### src/rtl/stoch_arith_unit.sv
// Stochastic arithmetic core: two LFSR-driven number generators, a mode-selectable
// bitstream combiner and a windowed ones-counter that converts the stream back to binary.
module stoch_arith_unit #(
  parameter int          N        = 4,
  parameter int          WIN_LOG2 = 3,
  parameter logic [30:0] SEED_A   = 31'd1,
  parameter logic [30:0] SEED_B   = 31'd2
) (
  input  logic                clk,
  input  logic                rst_n,
  input  logic                en,
  input  logic [1:0]          mode,
  input  logic [N-1:0]        prob_a,
  input  logic [N-1:0]        prob_b,
  output logic                sn_out,
  output logic [WIN_LOG2:0]   result,
  output logic                result_valid
);

  typedef enum logic [1:0] {
    MODE_AND  = 2'b00,
    MODE_XNOR = 2'b01,
    MODE_MUX  = 2'b10,
    MODE_PASS = 2'b11
  } mode_e;

  if (N < 2 || N > 16) begin : g_bad_n
    $error("stoch_arith_unit: N must be in 2..16");
  end
  if (WIN_LOG2 < 1 || WIN_LOG2 > 12) begin : g_bad_win
    $error("stoch_arith_unit: WIN_LOG2 must be in 1..12");
  end
  if (SEED_A == 31'd0 || SEED_B == 31'd0) begin : g_bad_seed_zero
    $error("stoch_arith_unit: LFSR seeds must be non-zero");
  end
  if (SEED_A == SEED_B) begin : g_bad_seed_same
    $error("stoch_arith_unit: SEED_A and SEED_B must differ");
  end

  logic [30:0]         r_lfsr_a;
  logic [30:0]         r_lfsr_b;
  logic [WIN_LOG2-1:0] r_issue_idx;
  logic [N-1:0]        r_pa_sh;
  logic [N-1:0]        r_pb_sh;
  logic [1:0]          r_mode_sh;
  logic                r_sn_a;
  logic                r_sn_b;
  logic                r_sel;
  logic                r_v1;
  logic                r_last1;
  mode_e               r_mode1;
  logic                r_sn_out;
  logic                r_v2;
  logic                r_last2;
  logic [WIN_LOG2:0]   r_acc;
  logic [WIN_LOG2:0]   r_result;
  logic                r_result_valid;

  logic                w_first;
  logic [N-1:0]        w_pa;
  logic [N-1:0]        w_pb;
  logic [1:0]          w_mode;
  logic                w_comb;
  logic [WIN_LOG2:0]   w_acc_next;

  // Operands are sampled straight from the ports on the first bit of a window
  // and from the shadows afterwards, so mid-window port changes are ignored.
  always_comb begin
    w_first = (r_issue_idx == '0);
    w_pa    = w_first ? prob_a : r_pa_sh;
    w_pb    = w_first ? prob_b : r_pb_sh;
    w_mode  = w_first ? mode   : r_mode_sh;
  end

  always_comb begin
    w_comb = r_sn_a;
    case (r_mode1)
      MODE_AND:  w_comb = r_sn_a & r_sn_b;
      MODE_XNOR: w_comb = ~(r_sn_a ^ r_sn_b);
      MODE_MUX:  w_comb = r_sel ? r_sn_b : r_sn_a;
      MODE_PASS: w_comb = r_sn_a;
      default:   w_comb = r_sn_a;
    endcase
  end

  assign w_acc_next = r_acc + {{WIN_LOG2{1'b0}}, r_sn_out};

  always_ff @(posedge clk or negedge rst_n) begin
    if (!rst_n) begin
      r_lfsr_a       <= SEED_A;
      r_lfsr_b       <= SEED_B;
      r_issue_idx    <= '0;
      r_pa_sh        <= '0;
      r_pb_sh        <= '0;
      r_mode_sh      <= 2'b00;
      r_sn_a         <= 1'b0;
      r_sn_b         <= 1'b0;
      r_sel          <= 1'b0;
      r_v1           <= 1'b0;
      r_last1        <= 1'b0;
      r_mode1        <= MODE_AND;
      r_sn_out       <= 1'b0;
      r_v2           <= 1'b0;
      r_last2        <= 1'b0;
      r_acc          <= '0;
      r_result       <= '0;
      r_result_valid <= 1'b0;
    end else begin
      r_result_valid <= 1'b0;
      if (en) begin
        r_lfsr_a    <= {r_lfsr_a[29:0], r_lfsr_a[30] ^ r_lfsr_a[27]};
        r_lfsr_b    <= {r_lfsr_b[29:0], r_lfsr_b[30] ^ r_lfsr_b[27]};
        r_issue_idx <= r_issue_idx + 1'b1;
        if (w_first) begin
          r_pa_sh   <= prob_a;
          r_pb_sh   <= prob_b;
          r_mode_sh <= mode;
        end

        r_sn_a  <= (r_lfsr_a[N-1:0] < w_pa);
        r_sn_b  <= (r_lfsr_b[N-1:0] < w_pb);
        r_sel   <= r_lfsr_b[30];
        r_v1    <= 1'b1;
        r_last1 <= &r_issue_idx;
        r_mode1 <= mode_e'(w_mode);

        r_sn_out <= w_comb;
        r_v2     <= r_v1;
        r_last2  <= r_last1;

        // Clearing acc on the last bit lets the next window count from zero
        // on the very next edge without a bubble.
        if (r_v2) begin
          if (r_last2) begin
            r_result       <= w_acc_next;
            r_result_valid <= 1'b1;
            r_acc          <= '0;
          end else begin
            r_acc <= w_acc_next;
          end
        end
      end
    end
  end

  assign sn_out       = r_sn_out;
  assign result       = r_result;
  assign result_valid = r_result_valid;

endmodule

### config.mk
export PLATFORM = sky130hd
export DESIGN_NAME = stoch_arith_unit
export DESIGN_NICKNAME = d
export VERILOG_FILES = /design/src/rtl/stoch_arith_unit.sv
export SDC_FILE = /design/constraint.sdc
export NUM_CORES = 1
export LEC_CHECK = 0
export ABC_CLOCK_PERIOD_IN_PS = 1800
export CAP_MARGIN = 20
export CORE_UTILIZATION = 47
export DETAILED_ROUTE_END_ITERATION = 8
export DONT_BUFFER_PORTS = 1
export MAX_ROUTING_LAYER = met4
export PLACE_DENSITY = 0.75
export SKIP_LAST_GASP = 1
export SLEW_MARGIN = 20
export SYNTH_ARGS = -nofsm -noshare
export SYNTH_HDL_FRONTEND = slang
export SYNTH_SLANG_ARGS = --single-unit
### constraint.sdc
create_clock -name clk -period 1.8 [get_ports clk]
set_input_delay 0.36 -clock clk [delete_from_list [all_inputs] [get_ports clk]]
set_output_delay 0.36 -clock clk [all_outputs]
set_load 0.05 [all_outputs]
Yosys cells after proc, flatten, opt, wreduce, memory -nomap -nowiden
Cells that the tools add are included.
Storage, ports and cells
  bits in registers: 92
  input port bits: 13
  output and inout bits: 6
  logic and storage cells: 44
Cells by class
  add/sub/neg operators: 2
  $lt $le $gt $ge: 2
  equality and inequality tests: 3
  multiplexer cells: 9
  bitwise gates (word level): 5
  reduce and logical (&&, ||, !) cells: 6
Operator list (number)
  $mux W4: 3
  $lt A4 B4 Y1: 2
  $reduce_and A3 Y1: 2
  $add A4 B1 Y4: 1
  $eq A2 B2 Y1 const B: 2
  $mux W1: 4
  $pmux W1 S4: 1
  $reduce_and A2 Y1: 2
  $add A3 B1 Y3 const B: 1
  $logic_not A3 Y1: 1
  $xor A1 B1 Y1: 3
  $eq A2 B1 Y1 const B: 1
  $logic_not A2 Y1: 1
  $mux W2: 1
  $and A1 B1 Y1: 1
  $not A1 Y1: 1

Longest topological paths before layout
  depth after elaboration: 3
  gate-level depth with buffers: 9

Worst setup path after synthesis
No wires, ideal clock.
  path type: reg-to-reg
  from: reg r_issue_idx[0]
  to: reg r_sn_a
  arrival time: 1649 ps
  path slack: 47 ps
  stages on the path, launching flop included: 10
  period minus slack after synthesis: 1753 ps
  cells stage by stage: dfrtp_1 inv_1 ha_1 nand2b_1 buf_2 mux2i_1 ha_1 nand2_1 nor2_1 a221oi_1
On the way
  longest elaborated chain between the ends: 3
RTL lines
  start, declared: RTL line 42  | logic [WIN_LOG2-1:0] r_issue_idx;
  start signal, assigned: RTL line 113  | r_issue_idx <= r_issue_idx + 1'b1;
  $logic_not A3 Y1: RTL line 69  | w_first = (r_issue_idx == '0);
  $mux W4
  $lt A4 B4 Y1: RTL line 120  | r_sn_a <= (r_lfsr_a[N-1:0] < w_pa);
  end signal, assigned: RTL line 120
  end, declared: RTL line 46  | logic r_sn_a;
Every way passes these cells.
A chain may end at the register's enable or synchronous reset.

Final worst setup path
  from: reg r_issue_idx[1]
  to: reg r_sn_a
Same word-level chain as after synthesis.

==> summary.md <==
| Metric | Value |
|---|---|
| Yosys top cell by area | `dfrtp_1` |
| Synth-to-Final Area Change | `9.396%` |
| Worst skew pair latency | `0.35 ns` |
| Worst slack, placed | `-0.09920 ns` |
| Via Count | `1,967` |
| CP Class | `register to register` |
| Clock Skews | `0.006495 ns` |
| Fill count | `665` |
| Post-DR vias/cell | `5.136` |
| Syn Area/Cell | `14.42 um^2` |
| Routed WL per cell | `14.10 um` |
| Slew Limit Fails | `0` |
| Maximum capacitance violations | `0` |
| Failing checks | `hold timing` |
| Critical Path AT | `2.00 ns` |
| Netlist Area Pre-Place | `3835 um^2` |
| Ant. Diodes | `0` |
| Drt pass-1 iters | `2` |
| Startpoint Class | `register` |
| Top cells by area, synth | `dfrtp_1, mux2_2, ha_1` |
| Slowest cell on crit path | `dfrtp_1` |
| Internal reg-to-reg setup slack | `0.06 ns` |
| Internal cell power | `4.516 mW` |
| Initial core utilization | `49.12%` |
| Cells after DPL | `363` |
| Combinational Power Share | `27.9%` |
| Crit path max-delay family | `adder cells` |
| Worst-path clk slew | `0.09 ns` |
| CTS tree | `done` |
| Post-synthesis instance total | `266` |
| Non-Filler Instances | `383` |
| Register bit total from synthesis | `92` |
| Slew at the pin with the worst max-slew slack | `0.4646 ns` |
| Seq/Total Area, Yosys | `60.10%` |
| Clk pwr share | `18.2%` |
| P_sw | `2.010 mW` |
| Power per cell area | `1556 nW/um^2` |
| TritonCTS buffer count | `9` |
| CP cell instances | `inv_2, ha_4, nand2b_1, buf_4, mux2i_1, ha_1, nor3b_2, a221oi_2` |
| Status | `complete, but fails checks` |
| Fin crit share | `96.87%` |
| Multi-input gate area | `1500 um^2` |
| RSZ-0062 raised after global routing | `yes` |
| EDFF count, synth | `0` |
| Synth top cells by count | `dfrtp_1, mux2_2, ha_1` |
| Top-count cell post-synth | `dfrtp_1` |
| Routed Antenna Nets | `0` |
| Worst Hold Class | `input port to async pin` |
| Setup tns final | `0 ns` |
| Gr ovfl total | `0` |
| Tot GR Track Use | `14.28%` |
| Seq pwr share | `53.9%` |
| Layout cells sized above 1 | `41.64%` |
| Pleak | `1.932 nW` |
| Synth top area share | `58.73%` |
| CP max stage delay | `0.37 ns` |
| Die area | `8525 um^2` |
| # H-tree levels | `3` |
| Critical Path RT | `2.06 ns` |
| First-pass GRT wire length | `9211 um` |
| Storage element area | `2305 um^2` |
| Row cnt | `32` |
| Die X-Extent | `92.33 um` |
| DR DRC count | `0` |
| Fmax | `573.5 MHz` |
| Fin nets | `301` |
| Vias in the first global route | `1,982` |
| Worst IR drop on VDD | `957.3 uV` |
| Total wire length | `5401 um` |
| GP Congestion | `0.7904` |
| Core box area | `7807 um^2` |
| Die H | `92.33 um` |
| WP buf/inv | `2` |
| Antenna violations before repair | `0` |
| Netlist cell types | `27` |
| Async S/R FF share, synth | `100.0%` |
| DRT iter0 DRCs | `63` |
| Worst setup EP type | `register` |
| Root buf cell | `clkbuf_8` |
| Most used DFF post-synth | `dfrtp_1` |
| HPWL after DPL | `3380 um` |
| Port Buf Inserts | `0` |
| Worst-path fanout max | `4` |
| Max clock buf depth | `2` |
| Max_slew headroom | `69.03%` |
| Tmin final | `1.744 ns` |
| Switching Fraction | `30.79%` |
| Syn_nets | `291` |
| CTS sink count | `92` |
| Setup ws final | `0.05639 ns` |
| Hold Worst Slack | `-0.3084 ns` |
| Largest net degree at the start of global routing | `93` |
| Final count of hold timing violations | `92` |
| Final setup fails | `0` |
| YS warnings | `0` |
| Ports | `19` |
-- worst reg2reg max path, cell delays in order, from the launching register on --
cell and delay, ns:
dfrtp_1 0.37, inv_2 0.06, ha_4 0.16, nand2b_1 0.09, buf_4 0.14, mux2i_1 0.22
ha_1 0.26, nor3b_2 0.16, a221oi_2 0.21
-- path summary, 6_finish.rpt --
kind	from	endpoint	depth (start not counted)
worst max-delay path	r_issue_idx[1]	r_sn_a	8
worst min-delay path	rst_n	r_lfsr_b[27]	0
worst max register to register	r_issue_idx[1]	r_sn_a	8
worst min register to register	r_v1	r_v1	1
max in group asynchronous	rst_n	r_lfsr_a[0]	0
min in group clk	en	r_lfsr_b[0]	1
-- cells by family (layout without fill, tap and decap cells) --
logic type	after synthesis	after routing	synth area share (%)
flip-flops	92	92	60.10
buffers and inverters	17	32	2.056
AO/OA/AOI/OAI	19	19	3.002
multiplexers	84	84	24.44
AND/OR/NAND/NOR	37	37	5.351
adder cells (fa/ha/maj)	12	12	3.915
XOR/XNOR	5	5	1.142
-- power by group through the flow --
stage               Sequential [mW]  Combinational (mW)  Clock, mW
floorplan                      3.43                1.33          0
global placement               3.51                1.54          0
detailed placement             3.55                1.63          0
CTS                            3.52                1.71       1.24
global route                   3.62                2.04       1.32
finish                         3.52                1.82       1.19
-- sequential cells by signal, summed over array words and instances (netlist names), 2 cells and up --
register and count:
r_lfsr_b 31, result 4, r_pb_sh 4, r_pa_sh 4
r_lfsr_a 31, r_issue_idx 3, r_acc 4, r_mode1 2
-- metal layers --
layer	vias to the layer above	GRT usage [%]	share of wire, %
li1	954	-	-
met1	987	18.06	49
met2	18	21.48	46
met3	8	4.844	2.3
met4	0	5.078	1.9
met5	-	-	0
-- what timing repair did --
| action | CTS | global route |
|---|---|---|
| pin swaps | 3 | 7 |
| resized for setup | 4 | 8 |
| setup endpoints to repair | 2 | 2 |
| buffers inserted | 2 | 2 |
| hold endpoints to repair | 92 | 92 |
-- cells in the final DEF, fill, tap and decap left out, drive strengths merged --
| cell | Yosys | layout |
|---|---|---|
| o211ai | 1 | 1 |
| nor3b | 2 | 2 |
| xnor2 | 3 | 3 |
| dfstp | 2 | 2 |
| o41ai | 1 | 1 |
| nand2b | 4 | 4 |
| clkbuf | 0 | 10 |
| nand2 | 13 | 13 |
| mux2 | 77 | 77 |
| mux2i | 7 | 7 |
| nand3 | 2 | 2 |
| a21oi | 2 | 2 |
| xor2 | 2 | 2 |
| o21ai | 8 | 8 |
| a31oi | 5 | 5 |
| dfrtp | 90 | 90 |
| a221oi | 2 | 2 |
| nor4bb | 2 | 2 |
| clkinvlp | 0 | 3 |
| buf | 10 | 9 |
| nor2 | 5 | 5 |
| or2 | 1 | 1 |
| or4b | 1 | 1 |
| inv | 7 | 7 |
| nor2b | 7 | 7 |
| ha | 12 | 12 |
| clkinv | 0 | 3 |
-- final cells by class --
cell class,instances,share of cell area (%)
timing repair buffer,9,1.610
sequential,92,54.94
clock inverter,6,0.9842
inverter,7,0.6263
clock buffer,10,3.042
multi-input combinational,157,35.76
tap,102,3.042
-- metrics by stage --
step	utilization [%]	power [mW]	area (um^2)
floorplan	-	4.765	3835
global placement	50.56	5.053	3948
detailed placement	50.56	5.187	3948
CTS	53.14	6.464	4149
global route	53.73	6.979	4195
finish	53.73	6.526	4195
(Power assumes the default switching activity.)
